==> src/rtl/mem_arbiter_pkg.sv <==
// Purpose: shared types for the 6502 / DMA single-port RAM arbiter.
// Latency: n/a (types only).
// Backpressure: n/a.
package mem_arbiter_pkg;

  // Port ownership for the current cycle.
  typedef enum logic [0:0] {
    S_CPU = 1'b0,
    S_DMA = 1'b1
  } arb_state_t;

  // Who the RAM read data returning next cycle belongs to.
  typedef enum logic [1:0] {
    NONE   = 2'd0,
    CPU    = 2'd1,
    DMA_RD = 2'd2
  } rd_src_t;

endpackage

==> src/rtl/mem_arbiter_6502.sv <==
// Purpose: shares one registered-read RAM port between the 6502 core and a DMA/loader requester.
// Latency: DMA grant one cycle after dma_req seen in a CPU cycle; read data (CPU or DMA) one cycle after the access.
// Backpressure: CPU stalled via cpu_rdy while DMA owns the port; DMA holds dma_req until dma_ack, bursts capped at DMA_BURST_MAX.
module mem_arbiter_6502
  import mem_arbiter_pkg::*;
#(
  parameter int ADDR_W        = 16,
  parameter int DATA_W        = 8,
  parameter int DMA_BURST_MAX = 4
) (
  input  logic              clk,
  input  logic              reset,
  // 6502 core side
  input  logic [ADDR_W-1:0] cpu_ab,
  input  logic [DATA_W-1:0] cpu_do,
  input  logic              cpu_we,
  output logic [DATA_W-1:0] cpu_di,
  output logic              cpu_rdy,
  // DMA / loader side
  input  logic              dma_req,
  input  logic [ADDR_W-1:0] dma_addr,
  input  logic [DATA_W-1:0] dma_wdata,
  input  logic              dma_we,
  output logic              dma_ack,
  output logic              dma_rvalid,
  output logic [DATA_W-1:0] dma_rdata,
  // RAM port
  output logic              mem_en,
  output logic              mem_we,
  output logic [ADDR_W-1:0] mem_addr,
  output logic [DATA_W-1:0] mem_wdata,
  input  logic [DATA_W-1:0] mem_rdata
);

  // Counter wide enough to hold DMA_BURST_MAX-1 even when the maximum is 1.
  localparam int              CNT_W    = $clog2(DMA_BURST_MAX + 1);
  localparam logic [CNT_W-1:0] CNT_LAST = CNT_W'(DMA_BURST_MAX - 1);

  arb_state_t        state, state_nxt;
  rd_src_t           rsrc, rsrc_nxt;
  logic [CNT_W-1:0]  burst_cnt, burst_cnt_nxt;
  logic [DATA_W-1:0] cpu_di_hold;
  logic              cpu_rdy_q;
  logic              dma_owner;
  logic              ack;

  assign dma_owner = (state == S_DMA);

  // A beat is accepted whenever DMA owns the port and is asking.
  always_comb begin
    ack = dma_owner & dma_req;
  end

  // RAM port mux; DMA side is gated by its request so an idle DMA cycle leaves RAM untouched.
  always_comb begin
    mem_en    = 1'b1;
    mem_we    = cpu_we;
    mem_addr  = cpu_ab;
    mem_wdata = cpu_do;
    if (dma_owner) begin
      mem_en    = dma_req;
      mem_we    = dma_req & dma_we;
      mem_addr  = dma_addr;
      mem_wdata = dma_wdata;
    end
    // Never corrupt RAM while the system is held in reset.
    if (reset) begin
      mem_we = 1'b0;
    end
  end

  // Ownership and burst length; DMA requests are only granted from a CPU cycle, so the CPU always gets a turn.
  always_comb begin
    state_nxt     = state;
    burst_cnt_nxt = burst_cnt;
    case (state)
      S_CPU: begin
        if (dma_req) begin
          state_nxt     = S_DMA;
          burst_cnt_nxt = '0;
        end
      end
      S_DMA: begin
        if (!dma_req) begin
          state_nxt = S_CPU;
        end else begin
          burst_cnt_nxt = burst_cnt + CNT_W'(1);
          if (burst_cnt == CNT_LAST) begin
            state_nxt = S_CPU;
          end
        end
      end
      default: begin
        state_nxt = S_CPU;
      end
    endcase
  end

  // Tag the access issued this cycle so next cycle's RAM output can be routed.
  always_comb begin
    rsrc_nxt = NONE;
    if (state == S_CPU) begin
      rsrc_nxt = CPU;
    end else if (ack && !dma_we) begin
      rsrc_nxt = DMA_RD;
    end
  end

  // Arbiter state registers; reset drops any in-flight DMA read.
  always_ff @(posedge clk or posedge reset) begin
    if (reset) begin
      state     <= S_CPU;
      cpu_rdy_q <= 1'b1;
      burst_cnt <= '0;
      rsrc      <= NONE;
    end else begin
      state     <= state_nxt;
      cpu_rdy_q <= (state_nxt == S_CPU);
      burst_cnt <= burst_cnt_nxt;
      rsrc      <= rsrc_nxt;
    end
  end

  // Capture the CPU's last read so DI stays stable while the core is stalled.
  always_ff @(posedge clk or posedge reset) begin
    if (reset) begin
      cpu_di_hold <= '0;
    end else if (rsrc == CPU) begin
      cpu_di_hold <= mem_rdata;
    end
  end

  assign cpu_rdy    = cpu_rdy_q;
  assign dma_ack    = ack;
  assign cpu_di     = (rsrc == CPU) ? mem_rdata : cpu_di_hold;
  assign dma_rvalid = (rsrc == DMA_RD);
  assign dma_rdata  = mem_rdata;

endmodule
==> config.mk <==
export PLATFORM = sky130hd
export DESIGN_NAME = mem_arbiter_6502
export DESIGN_NICKNAME = d
export VERILOG_FILES = /design/src/rtl/mem_arbiter_pkg.sv /design/src/rtl/mem_arbiter_6502.sv
export SDC_FILE = /design/constraint.sdc
export NUM_CORES = 1
export LEC_CHECK = 0
export BUFFER_PORTS_ARGS = -buffer_cell sky130_fd_sc_hd__clkbuf_2
export CORE_MARGIN = 5
export CORE_UTILIZATION = 31
export DETAILED_ROUTE_END_ITERATION = 10
export PLACE_DENSITY_LB_ADDON = 0.08
export SYNTH_ARGS = -nofsm -noshare
export SYNTH_HDL_FRONTEND = slang
export SYNTH_SLANG_ARGS = --single-unit
==> constraint.sdc <==
create_clock -name clk -period 1.2 [get_ports clk]
set_clock_uncertainty 0.1 [all_clocks]
set_input_delay 0.06 -clock clk [delete_from_list [all_inputs] [get_ports clk]]
set_output_delay 0.06 -clock clk [all_outputs]
set_load 0.02 [all_outputs]
==> results of run 1 <==
==> where the power goes <==
group / switching, mW / total (mW) / internal [mW]
clock: 0.155 / 0.278 / 0.123
combinational: 0.432 / 1.04 / 0.612
sequential: 0.0274 / 0.591 / 0.564
==> cells in the mapped netlist, drive strengths merged <==
| cell type | count | share of area [%] |
|---|---|---|
| mux2 | 32 | 39 |
| dfrtp | 14 | 35 |
| buf | 13 | 9.9 |
| inv | 5 | 1.9 |
| nand2 | 3 | 1.1 |
| ha | 2 | 2.5 |
| nand2b | 2 | 1.2 |
| nand3 | 2 | 1.0 |
| a21oi | 1 | 0.50 |
| and2 | 1 | 0.62 |
| and2b | 1 | 0.87 |
| dfstp | 1 | 2.6 |
| mux2i | 1 | 1.0 |
| nor2 | 1 | 0.37 |
| nor2b | 1 | 1.4 |
| o21ai | 1 | 0.50 |
| o22ai | 1 | 0.62 |
==> cell usage in the layout, fill, tap and decap left out, types with 2 or more instances in the layout <==
master         netlist  final
nand2_1              3      2
dlygate4sd3_1        0      4
dfrtp_1             14     13
ha_1                 2      2
mux2_4               8     32
buf_4               11      3
nand2b_4             0      2
clkbuf_2             0     69
buf_8                0     23
clkbuf_4             0      3
buf_6                1     22
inv_1                5      4
nand3_1              2      2
==> kinds of logic after synthesis <==
kind of cell | after synthesis | share of synthesized area, %
and+or+nand+nor | 11 | 6.62
DFF | 15 | 37.6
AOI/OAI and AO/OA | 3 | 1.62
adders and majority gates | 2 | 2.50
buffers and inverters | 18 | 11.7
muxes | 33 | 40.0
==> flip-flops by register name, indices dropped and copies added, names as in the netlist <==
register and count:
rsrc 2, cpu_di_hold 8, cpu_rdy 1, burst_cnt 3, dma_owner 1
==> per-stage QoR <==
stage | cell area [µm²] | TNS, ns
finish | 2150 | -11.71
global route | 2150 | -14.24
CTS | 1940 | -12.14
detailed placement | 1530 | -0.814
global placement | 1530 | -0.633
floorplan | 1000 | -0.108
==> worst max path at each step <==
stage	from	end	cells after the start	slack, ns
3_5_place_dp	rsrc[1]	cpu_di[3]	4	-0.09
5_1_grt	rsrc[1]	cpu_di[5]	4	-0.45
2_1_floorplan	rsrc[1]	cpu_di_hold[0]	3	-0.01
4_1_cts	rsrc[1]	cpu_di[4]	4	-0.40
3_3_place_gp	rsrc[1]	cpu_di[1]	4	-0.07
6_report	rsrc[1]	cpu_di[5]	4	-0.38
==> worst max-delay path: stages, from the launching register on <==
cell     delay [ns]
dfrtp_1        0.41
nor2b_4        0.13
buf_12         0.14
mux2_4         0.32
buf_8          0.13
==> metal layers <==
metal,GRT usage (%),vias to the layer above,routed length (µm)
met5,0,-,0
met4,3.04,0,58
met3,3.71,6,408
met2,28.6,62,1970
met1,15.8,486,1340
li1,-,504,-
==> cell type report <==
type / instances / area (µm²)
flip-flops and latches: 15 / 378
well taps: 44 / 55.1
inverters: 5 / 18.8
repair buffers: 123 / 1030
clock inverters: 1 / 5.00
multi-input cells: 49 / 633
fillers: 240 / 931
clock buffers: 3 / 22.5
==> timing repair <==
item                       CTS  global route
hold endpoints to repair    25             6
pin swaps                    1             2
cloned                       2             0
resized for setup           75            78
setup buffers                4             5
setup endpoints to repair   44            48
==> flow_summary.ini, run 1 <==
[outcome]
violations = negative hold slack, negative setup slack
status = complete, but fails checks

[global_routing]
grt.total_usage_pct = 14.7
gr-total-overflow = 0
grt_pass1_wl_um = 5060
grt_max_degree = 16
antenna_found_initial = 0
grt_pass1_vias = 1079

[logic_synthesis]
synthCells = 82
synth_cell_types = 20
seq_area_frac_synth_pct = 37.6
syn_area_um2 = 1000
synthesis.nets = 145
avgSynthCellArea_um2 = 12.2
synth.ff_latch_count = 15
yosysWarnings = 0

[critical_path]
start_kind = flop
cp_max_fo = 8
ff2ff_setup_slack_ns = -0.24
critPathCaptureType = output port
r2r_cells = 5
cp_data_arrival_time_ns = 1.42
path_class = reg -> out
timing.rr.end = cpu_di_hold[1]
r2r-start = rsrc[1]
crit_required_ns = 1.04

[drt]
wire_per_inst_um = 15.8
drc = 0
wirelength_um = 3780
drt-vias-per-instance = 4.41
drt_first_pass_iters = 3
postRouteAntennaNets = 0
vias = 1058
drtIter0Drc = 10

[clock_network]
insertion_delay_ns = 0.27
clock-root-buffer = clkbuf_4
numCtsBuffers = 3
cts.path.max_buffers = 2
clkTransAtPathRegs_ns = 0.09
postCtsHoldBufs = 4
htreeDepth = 1
cts_tree = done
cts_sinks = 15

[final_layout]
drive_above_1_share_pct = 84.7
syn_to_final_growth_pct = 114
fin_util_pct = 69.8
final_nets = 260
diodes = 0
fin_cells = 240

[place]
io_buffers = 105
hpwl_um = 2460
placedCellCount = 222
place.gp.congestion = 0.645
dp_slack_ns = -0.0867

[timing]
rsz0062_at_grt = true
min_period_ns = 1.58
tightest_slew_ns = 0.567
whs_ns = -0.0525
finalHoldViolations = 6
setup_violations = 44
finalMaxSlewViolations = 0
fmax_ghz = 0.632
relSlewSlack_pct = 62.2
layout_setup_ws_ns = -0.381
fin_crit_sh_pct = 132

[power]
power.total_mw = 1.91
leakage_nw = 1.19
power.density_nw_per_um2 = 891
ir_drop_v = 0.000717

[floorplanning]
die_height_um = 66.9
die-width_um = 66.9
coreArea_um2 = 3080
die_area_um2 = 4470
start_util_pct = 32.6
io_pins = 106
rows = 20

[worst_hold_path]
min-delay-start = mem_rdata[2]
min_path_type = in -> reg
hold-path-endpoint = cpu_di_hold[2]
min_path_cells = 2

[job]
max_cap_viol_count = 0
Power figures use the tool's default switching activity.
==> inputs of run 2 (changes only) <==
- BUFFER_PORTS_ARGS: -buffer_cell sky130_fd_sc_hd__clkbuf_2 -> -buffer_cell sky130_fd_sc_hd__buf_2
- GPL_ROUTABILITY_DRIVEN: default -> 0
==> run 2 against run 1 <==
Compared with the run above:
- the flow still finishes with violations (negative hold slack, negative setup slack)
- register-to-register slack is essentially flat
- count of clock-buffer cells in the layout is the same
- via count shrank 1.8%
- core utilization shrank 3.7 points
- critical path type unchanged
- largest power group unchanged
==> flow_summary.ini, run 2 (synthesized netlist as in run 1, its figures left out) <==
[place]
dp_slack_ns = -0.0908
hpwl_um = 2420
io_buffers = 105
placedCellCount = 222

[global_routing]
antenna_found_initial = 0
grt_max_degree = 16
grt.total_usage_pct = 13.9
use_met2_pct = 25.5
grt_use_met3_pct = 4.22
met1_usage_pct = 15.6
gr-total-overflow = 0
grt_pass1_wl_um = 4840
busiest_layer = met2
grt_pass1_vias = 1070

[final_layout]
diodes = 0
most-common-layout-cells = buf_2, buf_6, mux2_4, dfrtp_1, inv_1
fin_util_pct = 66.0
drive_above_1_share_pct = 83.1
largest_reg_flops = 8
top_regs = cpu_di_hold (8), burst_cnt (3), rsrc (2)
syn_to_final_growth_pct = 103
final_nets = 259
layout_commonest_cell = buf_2
regMostFlops = cpu_di_hold
fin_cells = 239

[worst_hold_path]
min_path_type = in -> reg
min_path_cells = 2
hold-path-endpoint = cpu_di_hold[2]
min-delay-start = mem_rdata[2]

[floorplanning]
die_height_um = 66.9
rows = 20
die-width_um = 66.9
die_area_um2 = 4470
coreArea_um2 = 3080
io_pins = 106
start_util_pct = 32.6

[power]
leakage_nw = 1.14
clkPwrFrac_pct = 15.1
switching_share_pct = 32.1
switchingPower_uw = 587
ir_drop_v = 0.000710
p_int_mw = 1.24
pwr-share-comb_pct = 52.7
p_seq_share_pct = 32.2
power.density_nw_per_um2 = 901

[critical_path]
path_class = reg -> out
critPathCaptureType = output port
critical_path.cell_chain = nor2b_4, buf_12, mux2_4, buf_6
ff2ff_setup_slack_ns = -0.24
critical_path.top_delay_family = flip-flops
cp_max_fo = 8
r2r-start = rsrc[1]
start_kind = flop
crit_required_ns = 1.04
critPathSlowestCell = dfrtp_1
r2r_cells = 5
cp.buffers_inverters = 2
cp_data_arrival_time_ns = 1.42
timing.rr.end = cpu_di_hold[1]
cp-startpoint = rsrc[1]
crit_path_max_incr_delay_ns = 0.41

[clock_network]
cts_sinks = 15
postCtsHoldBufs = 4
insertion_delay_ns = 0.27
cts_tree = done
htreeDepth = 1
clock-root-buffer = clkbuf_4
clkTransAtPathRegs_ns = 0.09
numCtsBuffers = 3
cts.path.max_buffers = 2

[timing]
fmax_ghz = 0.634
relSlewSlack_pct = 62.6
whs_ns = -0.0560
tightest_slew_ns = 0.561
finalMaxSlewViolations = 0
fin_crit_sh_pct = 131
layout_setup_ws_ns = -0.377
setup_violations = 43
setup-tns-final_ns = -11.58
rsz0062_at_grt = true
finalHoldViolations = 5
min_period_ns = 1.58

[outcome]
violations = negative hold slack, negative setup slack
status = complete, but fails checks

[drt]
wirelength_um = 3500
wire_per_inst_um = 14.6
postRouteAntennaNets = 0
vias = 1039
drtIter0Drc = 4
drt-vias-per-instance = 4.35
drc = 0
drt_first_pass_iters = 3

[job]
max_cap_viol_count = 0
## run 2: power groups by stage
| stage | logic (mW) | clock network (mW) | registers, mW |
|---|---|---|---|
| after floorplan | 0.438 | 0 | 0.592 |
| after global placement | 0.651 | 0 | 0.595 |
| after detailed placement | 0.663 | 0 | 0.595 |
| after CTS | 0.861 | 0.289 | 0.592 |
| after global routing | 1.03 | 0.317 | 0.597 |
| final | 0.965 | 0.276 | 0.590 |
## run 2: worst max-delay path by stage
stage | to | slack (ns) | depth (start not counted)
after floorplan | cpu_di_hold[0] | -0.01 | 3
after global placement | cpu_di[1] | -0.07 | 4
after detailed placement | cpu_di[3] | -0.09 | 4
after CTS | cpu_di[0] | -0.39 | 4
after global routing | cpu_di[5] | -0.44 | 4
final | cpu_di[5] | -0.38 | 4
## run 2: metrics by stage
step | power, mW | instance area (µm²)
CTS | 1.74 | 1880
finish | 1.83 | 2030
floorplan | 1.03 | 1000
global route | 1.94 | 2030
global placement | 1.25 | 1530
detailed placement | 1.26 | 1530
## run 2: cell type report
cell class / instances / area [µm²]
fillers: 251 / 1050
clock inverters: 1 / 5.00
multi-input cells: 49 / 624
inverters: 5 / 18.8
clock buffers: 3 / 22.5
well taps: 44 / 55.1
repair buffers: 122 / 928
flip-flops and latches: 15 / 378
## run 2: per-layer routing
metal  wire length (µm)  vias to the layer above
met5                  0                        -
met4                  9                        0
met3                476                        2
met2               1790                       60
met1               1230                      479
li1                   -                      498
## run 2: repair_timing
item	CTS	global route
endpoints found under the hold margin	27	5
gates cloned	3	0
setup buffers	2	4
pin swaps	1	1
setup endpoints to repair	44	45
resized for setup	77	35
==> inputs of run 3 (changes only) <==
- ABC_AREA: default -> 1
==> run 3 against run 2 <==
Compared with the run above:
- the flow finishes with violations (negative setup slack)
- first-iteration DRC count grew to 3.5 times the previous value
- flip-flop and latch count unchanged
- register-to-register slack better by 0.29 ns
- core utilization increased by 7.9 points
- via count rose by 32%
- design area increased by 11%
- critical path depth increased by 1
- non-clock buffer count is 13 higher
- critical endpoint is now mem_addr[11]
- wire length up 9.6%
==> flow_summary.ini, run 3 <==
[outcome]
status = complete, but fails checks
violations = negative setup slack

[final_layout]
fin_util_pct = 73.9
syn_to_final_growth_pct = 127
final_cell_area_um2 = 2260
regMostFlops = cpu_di_hold
top_regs = cpu_di_hold (8), burst_cnt (3), rsrc (2)
final_nets = 338
diodes = 0
drive_above_1_share_pct = 75.9
layout_commonest_cell = buf_2
largest_reg_flops = 8
most-common-layout-cells = buf_2, nand2_2, buf_6, nand2_1, buf_4

[logic_synthesis]
syn_area_um2 = 992
synthFlopType = dfrtp_1
async_reset_ff_share_pct = 100
synthCells = 149
seq_area_frac_synth_pct = 38.0
synthesis.nets = 212
avgSynthCellArea_um2 = 6.66
netlist.area_leader.share_pct = 35.6
synth_cell_types = 18
synth_common_cells = nand2_1, dfrtp_1, nand3_1
synth_top_area_cell = nand2_1
synth_edf_count = 0
synth.most_common_cell = nand2_1
synth_area_leaders = nand2_1, dfrtp_1, buf_4, nand3_1, buf_8
synth.ff_latch_count = 15
yosysWarnings = 0

[power]
clkPwrFrac_pct = 14.8
p_seq_share_pct = 31.3
power.total_mw = 1.89
leakage_nw = 1.26
switchingPower_uw = 697
p_int_mw = 1.20
pwr-share-comb_pct = 53.9
switching_share_pct = 36.8
ir_drop_v = 0.000548
power.density_nw_per_um2 = 839

[critical_path]
cp_data_arrival_time_ns = 1.27
start_kind = flop
critPathCaptureType = output port
path_class = reg -> out
cp_max_fo = 8
crit_required_ns = 1.04

[drt]
wire_per_inst_um = 12.1
postRouteAntennaNets = 0
drc = 0
drt_first_pass_iters = 4
drt-vias-per-instance = 4.30
wirelength_um = 3830
vias = 1368
drtIter0Drc = 14

[clock_network]
numCtsBuffers = 3
cts_sinks = 15
cts_tree = done
clkTransAtPathRegs_ns = 0.09
cts.path.max_buffers = 2
insertion_delay_ns = 0.28
clock-root-buffer = clkbuf_4
htreeDepth = 1

[timing]
finalMaxSlewViolations = 0
whs_ns = 0.0464
layout_setup_ws_ns = -0.228
min_period_ns = 1.43
fin_crit_sh_pct = 119
setup_violations = 36
tightest_slew_ns = 0.191
relSlewSlack_pct = 87.3
rsz0062_at_grt = true
fmax_ghz = 0.700
finalHoldViolations = 0
setup-tns-final_ns = -6.15

[worst_hold_path]
min_path_type = in -> reg

[floorplanning]
die_height_um = 66.6
coreArea_um2 = 3050
die_area_um2 = 4430
io_pins = 106
rows = 20
start_util_pct = 32.5
die-width_um = 66.6

[place]
io_buffers = 105
hpwl_um = 2520
dpl_cell_area_um2 = 1540

[global_routing]
grt_max_degree = 17
antenna_found_initial = 0
grt.total_usage_pct = 15.9
grt_pass1_wl_um = 5600
grt_pass1_vias = 1386
gr-total-overflow = 0

[job]
max_cap_viol_count = 0
## run 3: cells by family (layout without fill, tap and decap cells)
family                     after synthesis  count (layout)  synth area share, %
buffers and inverters                   21             146                 14.4
adders and majority gates                2               2                 2.52
DFF                                     15              15                 38.0
and+or+nand+nor                        107             107                 42.6
AOI/OAI and AO/OA                        4               4                 2.52
## run 3: power by group through the flow
stage | clock network (mW) | logic (mW) | registers [mW]
after detailed placement | 0 | 0.650 | 0.593
after global routing | 0.320 | 1.10 | 0.597
after floorplan | 0 | 0.397 | 0.588
final | 0.280 | 1.02 | 0.592
after CTS | 0.294 | 0.889 | 0.592
after global placement | 0 | 0.649 | 0.591
## run 3: cell type report
cell class / count / area (µm²)
clock buffers: 3 / 22.5
clock inverters: 1 / 5.00
fillers: 255 / 797
inverters: 7 / 33.8
multi-input cells: 113 / 708
flip-flops and latches: 15 / 379
well taps: 44 / 55.1
repair buffers: 135 / 1050
## run 3: critical path, cell delays in order (launching register included)
cell       delay, ns
dfrtp_2         0.46
clkinv_4        0.11
clkbuf_16       0.18
nand2_2         0.06
nand2_2         0.05
buf_6           0.12
## run 3: worst paths after layout
path / cells after the start / slack, ns / to / startpoint
setup / recovery: 5 / -0.23 / mem_addr[11] / dma_owner
hold / removal: 4 / 0.05 / cpu_di_hold[5] / mem_rdata[5]
setup reg to reg: 4 / 0.05 / cpu_rdy / burst_cnt[0]
hold reg to reg: 2 / 0.39 / cpu_di_hold[1] / cpu_di_hold[1]
max in group asynchronous: 4 / 0.54 / cpu_rdy / reset
min in group asynchronous: 4 / 0.22 / dma_owner / reset
## run 3: per-stage QoR
stage          instances  setup slack, ns
2_1_floorplan        149           0.0909
3_3_place_gp         294           0.0640
3_5_place_dp         294           0.0404
4_1_cts              311           -0.205
5_1_grt              318           -0.311
6_report             318           -0.228
## run 3: routing by layer
layer / up-vias / routed length [µm] / global-route usage [%]
li1: 697 / - / -
met1: 606 / 1330 / 15.6
met2: 63 / 2130 / 31.3
met3: 2 / 354 / 5.73
met4: 0 / 19 / 3.55
met5: - / 0 / 0
## run 3: timing repair
item                                    4_1_cts  5_1_grt
setup buffers                                 5        7
hold buffers                                  8        0
endpoints found under the setup margin       36       38
pin swaps                                    11       27
gates cloned                                  0        2
hold endpoints to repair                     22        0
gates resized for setup                      99       63
